## config.mk

```make
export PLATFORM = sky130hd
export DESIGN_NAME = im_fetch_ctrl_flat
export DESIGN_NICKNAME = d
export VERILOG_FILES = /design/src/rtl/im_fetch_ctrl_if.sv /design/src/rtl/im_fetch_ctrl.sv /design/src/flat_wrapper.sv
export SDC_FILE = /design/constraint.sdc
export NUM_CORES = 1
export LEC_CHECK = 0
export BUFFER_PORTS_ARGS = -buffer_cell sky130_fd_sc_hd__buf_2
export CAP_MARGIN = 20
export CORE_MARGIN = 3
export CORE_UTILIZATION = 35
export CTS_CLUSTER_SIZE = 40
export DETAILED_ROUTE_END_ITERATION = 7
export PLACE_DENSITY = 0.63
export RECOVER_POWER = 100
export SLEW_MARGIN = 10
export SYNTH_ARGS = -nofsm -noshare
export SYNTH_HDL_FRONTEND = slang
export SYNTH_SLANG_ARGS = --single-unit
```

## constraint.sdc

```tcl
create_clock -name clk -period 2.8 [get_ports clk]
set_input_delay 0.56 -clock clk [delete_from_list [all_inputs] [get_ports clk]]
set_output_delay 0.56 -clock clk [all_outputs]
set_load 0.005 [all_outputs]
```

## src/rtl/im_fetch_ctrl_if.sv

```systemverilog
// ============================================================================
// im_fetch_ctrl_if : instruction-memory bus and decode handshake bundle
// Rev 1.0
// ============================================================================
`default_nettype none

interface im_fetch_ctrl_if;
  logic [7:0]  im_addr;
  logic [31:0] im_instr;
  logic        dec_valid;
  logic        dec_ready;
  logic [31:0] dec_instr;
  logic [7:0]  dec_pc;

  // Fetch controller side
  modport master (
    output im_addr,
    input  im_instr,
    output dec_valid,
    input  dec_ready,
    output dec_instr,
    output dec_pc
  );

  // Memory / decode side
  modport slave (
    input  im_addr,
    output im_instr,
    input  dec_valid,
    output dec_ready,
    input  dec_instr,
    input  dec_pc
  );
endinterface

`default_nettype wire

```

## src/rtl/im_fetch_ctrl.sv

```systemverilog
// ============================================================================
// im_fetch_ctrl : PC sequencing, prefetch FIFO and redirect/flush control
// Rev 1.0
// ============================================================================
`default_nettype none

module im_fetch_ctrl #(
  parameter logic [7:0] RESET_PC = 8'd0,
  parameter int         DEPTH    = 2
) (
  input  wire logic        clk,
  input  wire logic        rst_n,
  input  wire logic        start,
  input  wire logic        halt,
  input  wire logic        redirect_valid,
  input  wire logic [7:0]  redirect_addr,
  im_fetch_ctrl_if.master  bus,
  output logic [7:0]       pc,
  output logic             busy,
  output logic [15:0]      fetch_count
);

  // Storage is sized for the largest legal depth so the 2-bit pointers
  // index it exactly; only the first DEPTH entries are ever written.
  localparam int MAX_DEPTH = 4;
  localparam int PTR_W     = 2;
  localparam int CNT_W     = 3;
  localparam logic [CNT_W-1:0] DEPTH_C  = CNT_W'(DEPTH);
  localparam logic [PTR_W-1:0] LAST_PTR = PTR_W'(DEPTH - 1);

  typedef enum logic [1:0] {
    ST_IDLE = 2'd0,
    ST_RUN  = 2'd1,
    ST_HALT = 2'd2
  } state_t;

  state_t             state_q, state_d;
  logic [7:0]         pc_q, pc_d;
  logic [PTR_W-1:0]   wr_ptr_q, wr_ptr_d;
  logic [PTR_W-1:0]   rd_ptr_q, rd_ptr_d;
  logic [CNT_W-1:0]   count_q, count_d;
  logic [15:0]        fetch_count_q, fetch_count_d;
  logic [31:0]        instr_q [MAX_DEPTH];
  logic [31:0]        instr_d [MAX_DEPTH];
  logic [7:0]         epc_q   [MAX_DEPTH];
  logic [7:0]         epc_d   [MAX_DEPTH];

  logic               pop;
  logic               push;

  always_comb begin
    pop  = (count_q != '0) && bus.dec_ready;
    push = (state_q == ST_RUN) && !redirect_valid && ((count_q < DEPTH_C) || pop);
  end

  // Halt takes precedence over start whenever both are asserted.
  always_comb begin
    state_d = state_q;
    case (state_q)
      ST_IDLE: if (start && !halt) state_d = ST_RUN;
      ST_RUN:  if (halt)           state_d = ST_HALT;
      ST_HALT: if (start && !halt) state_d = ST_RUN;
      default:                     state_d = ST_IDLE;
    endcase
  end

  always_comb begin
    pc_d          = pc_q;
    wr_ptr_d      = wr_ptr_q;
    rd_ptr_d      = rd_ptr_q;
    count_d       = count_q;
    fetch_count_d = fetch_count_q;

    if (redirect_valid) begin
      // Flush overrides any pop/push requested in the same cycle.
      pc_d     = {redirect_addr[7:2], 2'b00};
      wr_ptr_d = '0;
      rd_ptr_d = '0;
      count_d  = '0;
    end else begin
      if (push) begin
        pc_d          = pc_q + 8'd4;
        wr_ptr_d      = (wr_ptr_q == LAST_PTR) ? '0 : wr_ptr_q + 1'b1;
        fetch_count_d = fetch_count_q + 16'd1;
      end
      if (pop) begin
        rd_ptr_d = (rd_ptr_q == LAST_PTR) ? '0 : rd_ptr_q + 1'b1;
      end
      case ({push, pop})
        2'b10:   count_d = count_q + 1'b1;
        2'b01:   count_d = count_q - 1'b1;
        default: count_d = count_q;
      endcase
    end
  end

  always_comb begin
    for (int i = 0; i < MAX_DEPTH; i++) begin
      instr_d[i] = instr_q[i];
      epc_d[i]   = epc_q[i];
      if (push && (wr_ptr_q == PTR_W'(i))) begin
        instr_d[i] = bus.im_instr;
        epc_d[i]   = pc_q;
      end
    end
  end

  always_ff @(posedge clk or negedge rst_n) begin
    if (!rst_n) begin
      state_q       <= ST_IDLE;
      pc_q          <= RESET_PC;
      wr_ptr_q      <= '0;
      rd_ptr_q      <= '0;
      count_q       <= '0;
      fetch_count_q <= '0;
      for (int i = 0; i < MAX_DEPTH; i++) begin
        instr_q[i] <= '0;
        epc_q[i]   <= '0;
      end
    end else begin
      state_q       <= state_d;
      pc_q          <= pc_d;
      wr_ptr_q      <= wr_ptr_d;
      rd_ptr_q      <= rd_ptr_d;
      count_q       <= count_d;
      fetch_count_q <= fetch_count_d;
      for (int i = 0; i < MAX_DEPTH; i++) begin
        instr_q[i] <= instr_d[i];
        epc_q[i]   <= epc_d[i];
      end
    end
  end

  always_comb begin
    bus.im_addr   = pc_q;
    bus.dec_valid = (count_q != '0);
    bus.dec_instr = instr_q[rd_ptr_q];
    bus.dec_pc    = epc_q[rd_ptr_q];
    pc            = pc_q;
    busy          = (state_q == ST_RUN);
    fetch_count   = fetch_count_q;
  end

endmodule

`default_nettype wire

```

## src/flat_wrapper.sv

```systemverilog
// flat-port wrapper written by rule: the top's interface ports become plain ports
module im_fetch_ctrl_flat 
#(
  parameter logic [7:0] RESET_PC = 8'd0,
  parameter int         DEPTH    = 2
)
  (clk, rst_n, start, halt, redirect_valid, redirect_addr, pc, busy, fetch_count, bus_im_addr, bus_im_instr, bus_dec_valid, bus_dec_ready, bus_dec_instr, bus_dec_pc);
  im_fetch_ctrl_if bus_i ();
  input  wire logic clk;
  input  wire logic rst_n;
  input  wire logic start;
  input  wire logic halt;
  input  wire logic redirect_valid;
  input  wire logic [7:0] redirect_addr;
  output logic [7:0] pc;
  output logic busy;
  output logic [15:0] fetch_count;
  output wire logic [$bits(bus_i.im_addr)-1:0] bus_im_addr;
  input wire logic [$bits(bus_i.im_instr)-1:0] bus_im_instr;
  output wire logic [$bits(bus_i.dec_valid)-1:0] bus_dec_valid;
  input wire logic [$bits(bus_i.dec_ready)-1:0] bus_dec_ready;
  output wire logic [$bits(bus_i.dec_instr)-1:0] bus_dec_instr;
  output wire logic [$bits(bus_i.dec_pc)-1:0] bus_dec_pc;
  assign bus_im_addr = bus_i.im_addr;
  assign bus_i.im_instr = bus_im_instr;
  assign bus_dec_valid = bus_i.dec_valid;
  assign bus_i.dec_ready = bus_dec_ready;
  assign bus_dec_instr = bus_i.dec_instr;
  assign bus_dec_pc = bus_i.dec_pc;
  im_fetch_ctrl #(.RESET_PC(RESET_PC), .DEPTH(DEPTH)) u_core (.clk(clk), .rst_n(rst_n), .start(start), .halt(halt), .redirect_valid(redirect_valid), .redirect_addr(redirect_addr), .bus(bus_i), .pc(pc), .busy(busy), .fetch_count(fetch_count));
endmodule
```

==> report_table.html <==
<table>
<tr><th>Metric</th><th>Value</th></tr>
<tr><th colspan="2">Detailed routing</th></tr>
<tr><td>Vias post-DR</td><td>4850</td></tr>
<tr><td>Ratio of routed vias to standard cells</td><td>4.98</td></tr>
<tr><td>Wirelength per Cell</td><td>18.8 um</td></tr>
<tr><td>Number of remaining DRC errors</td><td>0</td></tr>
<tr><td>Detailed router's first-iteration violation count</td><td>273</td></tr>
<tr><td>Antenna violation net count after detailed routing</td><td>0</td></tr>
<tr><td>Router iterations before antenna repair</td><td>6</td></tr>
<tr><td>Routed wire length</td><td>18300 um</td></tr>
<tr><th colspan="2">Logic synthesis</th></tr>
<tr><td>Most common flop cell mapped by yosys</td><td>sky130_fd_sc_hd__dfrtp_1</td></tr>
<tr><td>Syn. warnings</td><td>0</td></tr>
<tr><td>Area leader, netlist</td><td>sky130_fd_sc_hd__dfrtp_1</td></tr>
<tr><td>Distinct cell type count of the synthesized netlist</td><td>46</td></tr>
<tr><td>EDFF count, synth</td><td>0</td></tr>
<tr><td>Proportion of register bits with asynchronous set or reset after synthesis</td><td>100%</td></tr>
<tr><td>Post-synthesis sequential area ratio</td><td>54.2%</td></tr>
<tr><td>Number of cells produced by synthesis</td><td>532</td></tr>
<tr><td>Netlist area before placement</td><td>8450 um2</td></tr>
<tr><td>Synthesized flop and latch total</td><td>183</td></tr>
<tr><td>Top-area cell type share of the netlist area</td><td>54.2%</td></tr>
<tr><td>Main area contributors after synthesis</td><td>sky130_fd_sc_hd__dfrtp_1 54%, sky130_fd_sc_hd__mux2_2 12%, sky130_fd_sc_hd__mux2_4 11%, sky130_fd_sc_hd__mux4_2 10%, sky130_fd_sc_hd__buf_4 1.3%</td></tr>
<tr><td>Synth Area per Inst</td><td>15.9 um2</td></tr>
<tr><th colspan="2">Clock network</th></tr>
<tr><td>CTS Hold Bufs</td><td>0</td></tr>
<tr><td>TritonCTS clock tree</td><td>yes</td></tr>
<tr><td>Clock tree root buffer cell</td><td>sky130_fd_sc_hd__clkbuf_16</td></tr>
<tr><td>Deepest level of the CTS H-tree</td><td>4</td></tr>
<tr><td>Post-CTS Setup Inserts</td><td>0</td></tr>
<tr><td>Number of buffers created by CTS</td><td>17</td></tr>
<tr><td>Max clock buf depth</td><td>2</td></tr>
<tr><td>Clock latency on the worst-skew pair</td><td>420 ps</td></tr>
<tr><td>Reg clk slew, reported paths</td><td>70 ps</td></tr>
<tr><td>Post-CTS sizing</td><td>0</td></tr>
<tr><td>TritonCTS sink count</td><td>183</td></tr>
<tr><th colspan="2">Place</th></tr>
<tr><td>Standard cell area after detailed placement</td><td>9330 um2</td></tr>
<tr><td>HPWL after DPL</td><td>12000 um</td></tr>
<tr><td>RePlAce Congestion</td><td>0.769</td></tr>
<tr><td>I/O Buffers</td><td>111</td></tr>
<tr><td>Cells after DPL</td><td>941</td></tr>
<tr><td>Post-place setup slack</td><td>378 ps</td></tr>
<tr><th colspan="2">Die</th></tr>
<tr><td>Die Wd</td><td>161 um</td></tr>
<tr><td>Area of the core</td><td>23600 um2</td></tr>
<tr><td>Starting utilization of the core area</td><td>35.8%</td></tr>
<tr><td>Num ports</td><td>120</td></tr>
<tr><td>Die Height</td><td>161 um</td></tr>
<tr><td>Number of placement rows</td><td>56</td></tr>
<tr><td>Die area</td><td>26000 um2</td></tr>
<tr><th colspan="2">Worst setup path</th></tr>
<tr><td>Critical Path Sink Type</td><td>output port</td></tr>
<tr><td>Largest fanout on the critical path</td><td>35</td></tr>
<tr><td>Critical path launch point type</td><td>flip-flop</td></tr>
<tr><td>Setup Crit Path Kind</td><td>reg -&gt; out</td></tr>
<tr><td>WP data required</td><td>2240 ps</td></tr>
<tr><td>Arrival time worst endpoint</td><td>1980 ps</td></tr>
<tr><th colspan="2">Timing</th></tr>
<tr><td>Final max-slew violation count</td><td>80</td></tr>
<tr><td>Setup violation total in the final timing report</td><td>0</td></tr>
<tr><td>Unrepaired setup endpoints after global routing</td><td>false</td></tr>
<tr><td>Min cycle time layout</td><td>2540 ps</td></tr>
<tr><td>Upper clock frequency limit</td><td>0.393 GHz</td></tr>
<tr><td>Max Clock Skew</td><td>9.90 ps</td></tr>
<tr><td>Sum of negative setup slack</td><td>0 ps</td></tr>
<tr><td>Measured slew at the worst slew-check pin</td><td>2110 ps</td></tr>
<tr><td>Slew margin rel.</td><td>-40.7%</td></tr>
<tr><td>Number of endpoints with negative hold slack in the final report</td><td>0</td></tr>
<tr><td>Fin crit share</td><td>90.8%</td></tr>
<tr><td>Post-route setup slack</td><td>257 ps</td></tr>
<tr><td>Hold slack final</td><td>292 ps</td></tr>
<tr><th colspan="2">Cells and area</th></tr>
<tr><td>Antenna diode count</td><td>0</td></tr>
<tr><td>Layout cells sized above 1</td><td>39.9%</td></tr>
<tr><td>Reg area</td><td>4580 um2</td></tr>
<tr><td>Summed area of non-filler cells in the final layout</td><td>9690 um2</td></tr>
<tr><td>Layout overhead on the synthesized area</td><td>14.8%</td></tr>
<tr><td>Filler cell count</td><td>2240</td></tr>
<tr><td>Final standard cell count with taps included and fillers excluded</td><td>973</td></tr>
<tr><td>Layout Utilization</td><td>41.1%</td></tr>
<tr><td>Area of the multi-input gates</td><td>3360 um2</td></tr>
<tr><td>Layout Nets</td><td>690</td></tr>
<tr><th colspan="2">Global route</th></tr>
<tr><td>Number of antenna violations at the first check in global routing</td><td>0</td></tr>
<tr><td>Final global-route overflow total</td><td>0</td></tr>
<tr><td>Maximum number of pins on one net before global-route repair</td><td>81</td></tr>
<tr><td>First-pass GRT wire length</td><td>30300 um</td></tr>
<tr><td>Gr usage total</td><td>14.9%</td></tr>
<tr><td>Number of global-route vias before repair</td><td>5561</td></tr>
<tr><th colspan="2">Pwr</th></tr>
<tr><td>LEAKAGE</td><td>4.55 nW</td></tr>
<tr><td>Power density of the placed cells</td><td>805 nW/um2</td></tr>
<tr><td>Worst IR drop on VDD</td><td>0.322 mV</td></tr>
<tr><td>Total chip power</td><td>7.80 mW</td></tr>
<tr><th colspan="2">Job</th></tr>
<tr><td>Max-cap violations</td><td>1</td></tr>
<tr><th colspan="2">Status</th></tr>
<tr><td>Failing checks</td><td>capacitance limit, slew limit</td></tr>
<tr><td>Result of the run</td><td>finished, violations left</td></tr>
<tr><th colspan="2">Worst hold path</th></tr>
<tr><td>Path class of the lowest-slack min-delay path</td><td>in -&gt; reg</td></tr>
</table>
-- path summary, 6_finish.rpt --
| kind | depth (start not counted) | slack [ps] | startpoint | end |
|---|---|---|---|---|
| max | 3 | 260 | u_core.rd_ptr_q[0]$_DFFE_PN0P_ | bus_dec_instr[31] |
| min reg2reg | 1 | 480 | u_core.fetch_count[15]$_DFFE_PN0P_ | u_core.fetch_count[15]$_DFFE_PN0P_ |
| max reg2reg | 5 | 300 | u_core.count_q[1]$_DFFE_PN0P_ | u_core.instr_q[104]$_DFFE_PN0P_ |
| max in group asynchronous | 1 | 580 | rst_n | u_core.rd_ptr_q[0]$_DFFE_PN0P_ |
| min | 2 | 290 | halt | u_core.state_q[0]$_DFFE_PN0P_ |
| min in group asynchronous | 1 | 740 | rst_n | u_core.epc_q[11]$_DFFE_PN0P_ |
-- Yosys cell counts (2+ instances only) --
library cell,instances
sky130_fd_sc_hd__nand3b_2,2
sky130_fd_sc_hd__and4_1,2
sky130_fd_sc_hd__mux2_4,60
sky130_fd_sc_hd__a21oi_1,7
sky130_fd_sc_hd__and3_1,2
sky130_fd_sc_hd__nand2_1,15
sky130_fd_sc_hd__a211oi_1,2
sky130_fd_sc_hd__ha_1,2
sky130_fd_sc_hd__mux2i_1,2
sky130_fd_sc_hd__buf_1,2
sky130_fd_sc_hd__clkbuf_1,7
sky130_fd_sc_hd__mux4_2,38
sky130_fd_sc_hd__a21o_1,2
sky130_fd_sc_hd__nand4_1,4
sky130_fd_sc_hd__nand3_1,6
sky130_fd_sc_hd__mux2_2,92
sky130_fd_sc_hd__a221o_1,5
sky130_fd_sc_hd__nand2b_1,3
sky130_fd_sc_hd__buf_2,8
sky130_fd_sc_hd__inv_1,5
sky130_fd_sc_hd__xnor2_1,8
sky130_fd_sc_hd__nor3b_1,3
sky130_fd_sc_hd__o21ai_0,6
sky130_fd_sc_hd__dfrtp_1,183
sky130_fd_sc_hd__nor3_1,8
sky130_fd_sc_hd__a31oi_1,2
sky130_fd_sc_hd__nor2_1,8
sky130_fd_sc_hd__buf_6,9
sky130_fd_sc_hd__buf_4,15
sky130_fd_sc_hd__xor2_1,8
-- layer usage --
| metal | up-vias | GRT usage (%) | wire length (um) |
|---|---|---|---|
| li1 | 2160 | - | - |
| met1 | 2566 | 19.6 | 8130 |
| met2 | 112 | 25.2 | 9320 |
| met3 | 12 | 3.03 | 664 |
| met4 | 0 | 3.75 | 163 |
| met5 | - | 0 | 0 |
-- report_power, final --
group / internal, mW / leakage (nW) / switching (mW) / total [mW]
sequential: 3.16 / 2.41 / 0.327 / 3.49
clock: 1.71 / 0.332 / 1.05 / 2.76
combinational: 0.921 / 1.81 / 0.633 / 1.55
total: 5.79 / 4.55 / 2.01 / 7.80
-- layout by cell type, fill, tap and decap left out, types with 2 or more instances in the layout --
master	Yosys	final
sky130_fd_sc_hd__dfrtp_1	183	181
sky130_fd_sc_hd__mux2_2	92	92
sky130_fd_sc_hd__buf_2	8	74
sky130_fd_sc_hd__mux2_1	0	56
sky130_fd_sc_hd__clkbuf_1	7	39
sky130_fd_sc_hd__mux4_2	38	38
sky130_fd_sc_hd__clkbuf_16	0	17
sky130_fd_sc_hd__nand2_1	15	16
sky130_fd_sc_hd__nor2_1	8	8
sky130_fd_sc_hd__nor3_1	8	8
sky130_fd_sc_hd__xnor2_1	8	8
sky130_fd_sc_hd__xor2_1	8	8
sky130_fd_sc_hd__a21oi_1	7	7
sky130_fd_sc_hd__clkbuf_2	1	7
sky130_fd_sc_hd__nand3_1	6	6
sky130_fd_sc_hd__o21ai_0	6	6
sky130_fd_sc_hd__conb_1	1	6
sky130_fd_sc_hd__bufinv_16	0	6
sky130_fd_sc_hd__inv_1	5	5
sky130_fd_sc_hd__a221o_1	5	5
sky130_fd_sc_hd__mux2_4	60	4
sky130_fd_sc_hd__nand4_1	4	4
sky130_fd_sc_hd__inv_6	0	4
sky130_fd_sc_hd__buf_12	0	4
sky130_fd_sc_hd__nand2b_1	3	3
sky130_fd_sc_hd__nor3b_1	3	3
sky130_fd_sc_hd__nand3b_2	2	2
sky130_fd_sc_hd__and4_1	2	2
sky130_fd_sc_hd__and3_1	2	2
sky130_fd_sc_hd__mux2i_1	2	2
sky130_fd_sc_hd__a211oi_1	2	2
sky130_fd_sc_hd__a21o_1	2	2
sky130_fd_sc_hd__a31oi_1	2	2
sky130_fd_sc_hd__ha_1	2	2
sky130_fd_sc_hd__clkinv_2	0	2
sky130_fd_sc_hd__clkbuf_4	0	2
-- area by class of cell --
cell class | count | area share [%]
timing repair buffer | 127 | 6.75
clock buffer | 18 | 4.53
inverter | 5 | 0.194
clock inverter | 14 | 2.49
multi-input combinational | 307 | 34.6
sequential | 183 | 47.3
tap | 319 | 4.12
-- state kept, by name, summed over array words and instances (netlist names) --
register	count
u_core.bus.im_addr	6
u_core.count_q	3
u_core.epc_q	24
u_core.fetch_count	16
u_core.instr_q	128
u_core.rd_ptr_q	2
u_core.state_q	2
u_core.wr_ptr_q	2
-- cells by family after synthesis --
group                      count (synthesis)  synth area share, %
muxes                                    192                 33.3
DFF                                      183                 54.2
and+or+nand+nor                           62                 4.18
buffers and inverters                     47                 3.69
AOI/OAI and AO/OA                         28                 2.37
xor gates and xnor gates                  16                 1.66
adders and majority gates                  3                0.533
other                                      1               0.0444
-- worst max-delay path, cell delays in order, from the launching register on --
cell and delay (ps):
sky130_fd_sc_hd__dfrtp_4 500, sky130_fd_sc_hd__buf_12 320, sky130_fd_sc_hd__mux4_2 580, sky130_fd_sc_hd__buf_2 150
Power figures use the tool's default switching activity.
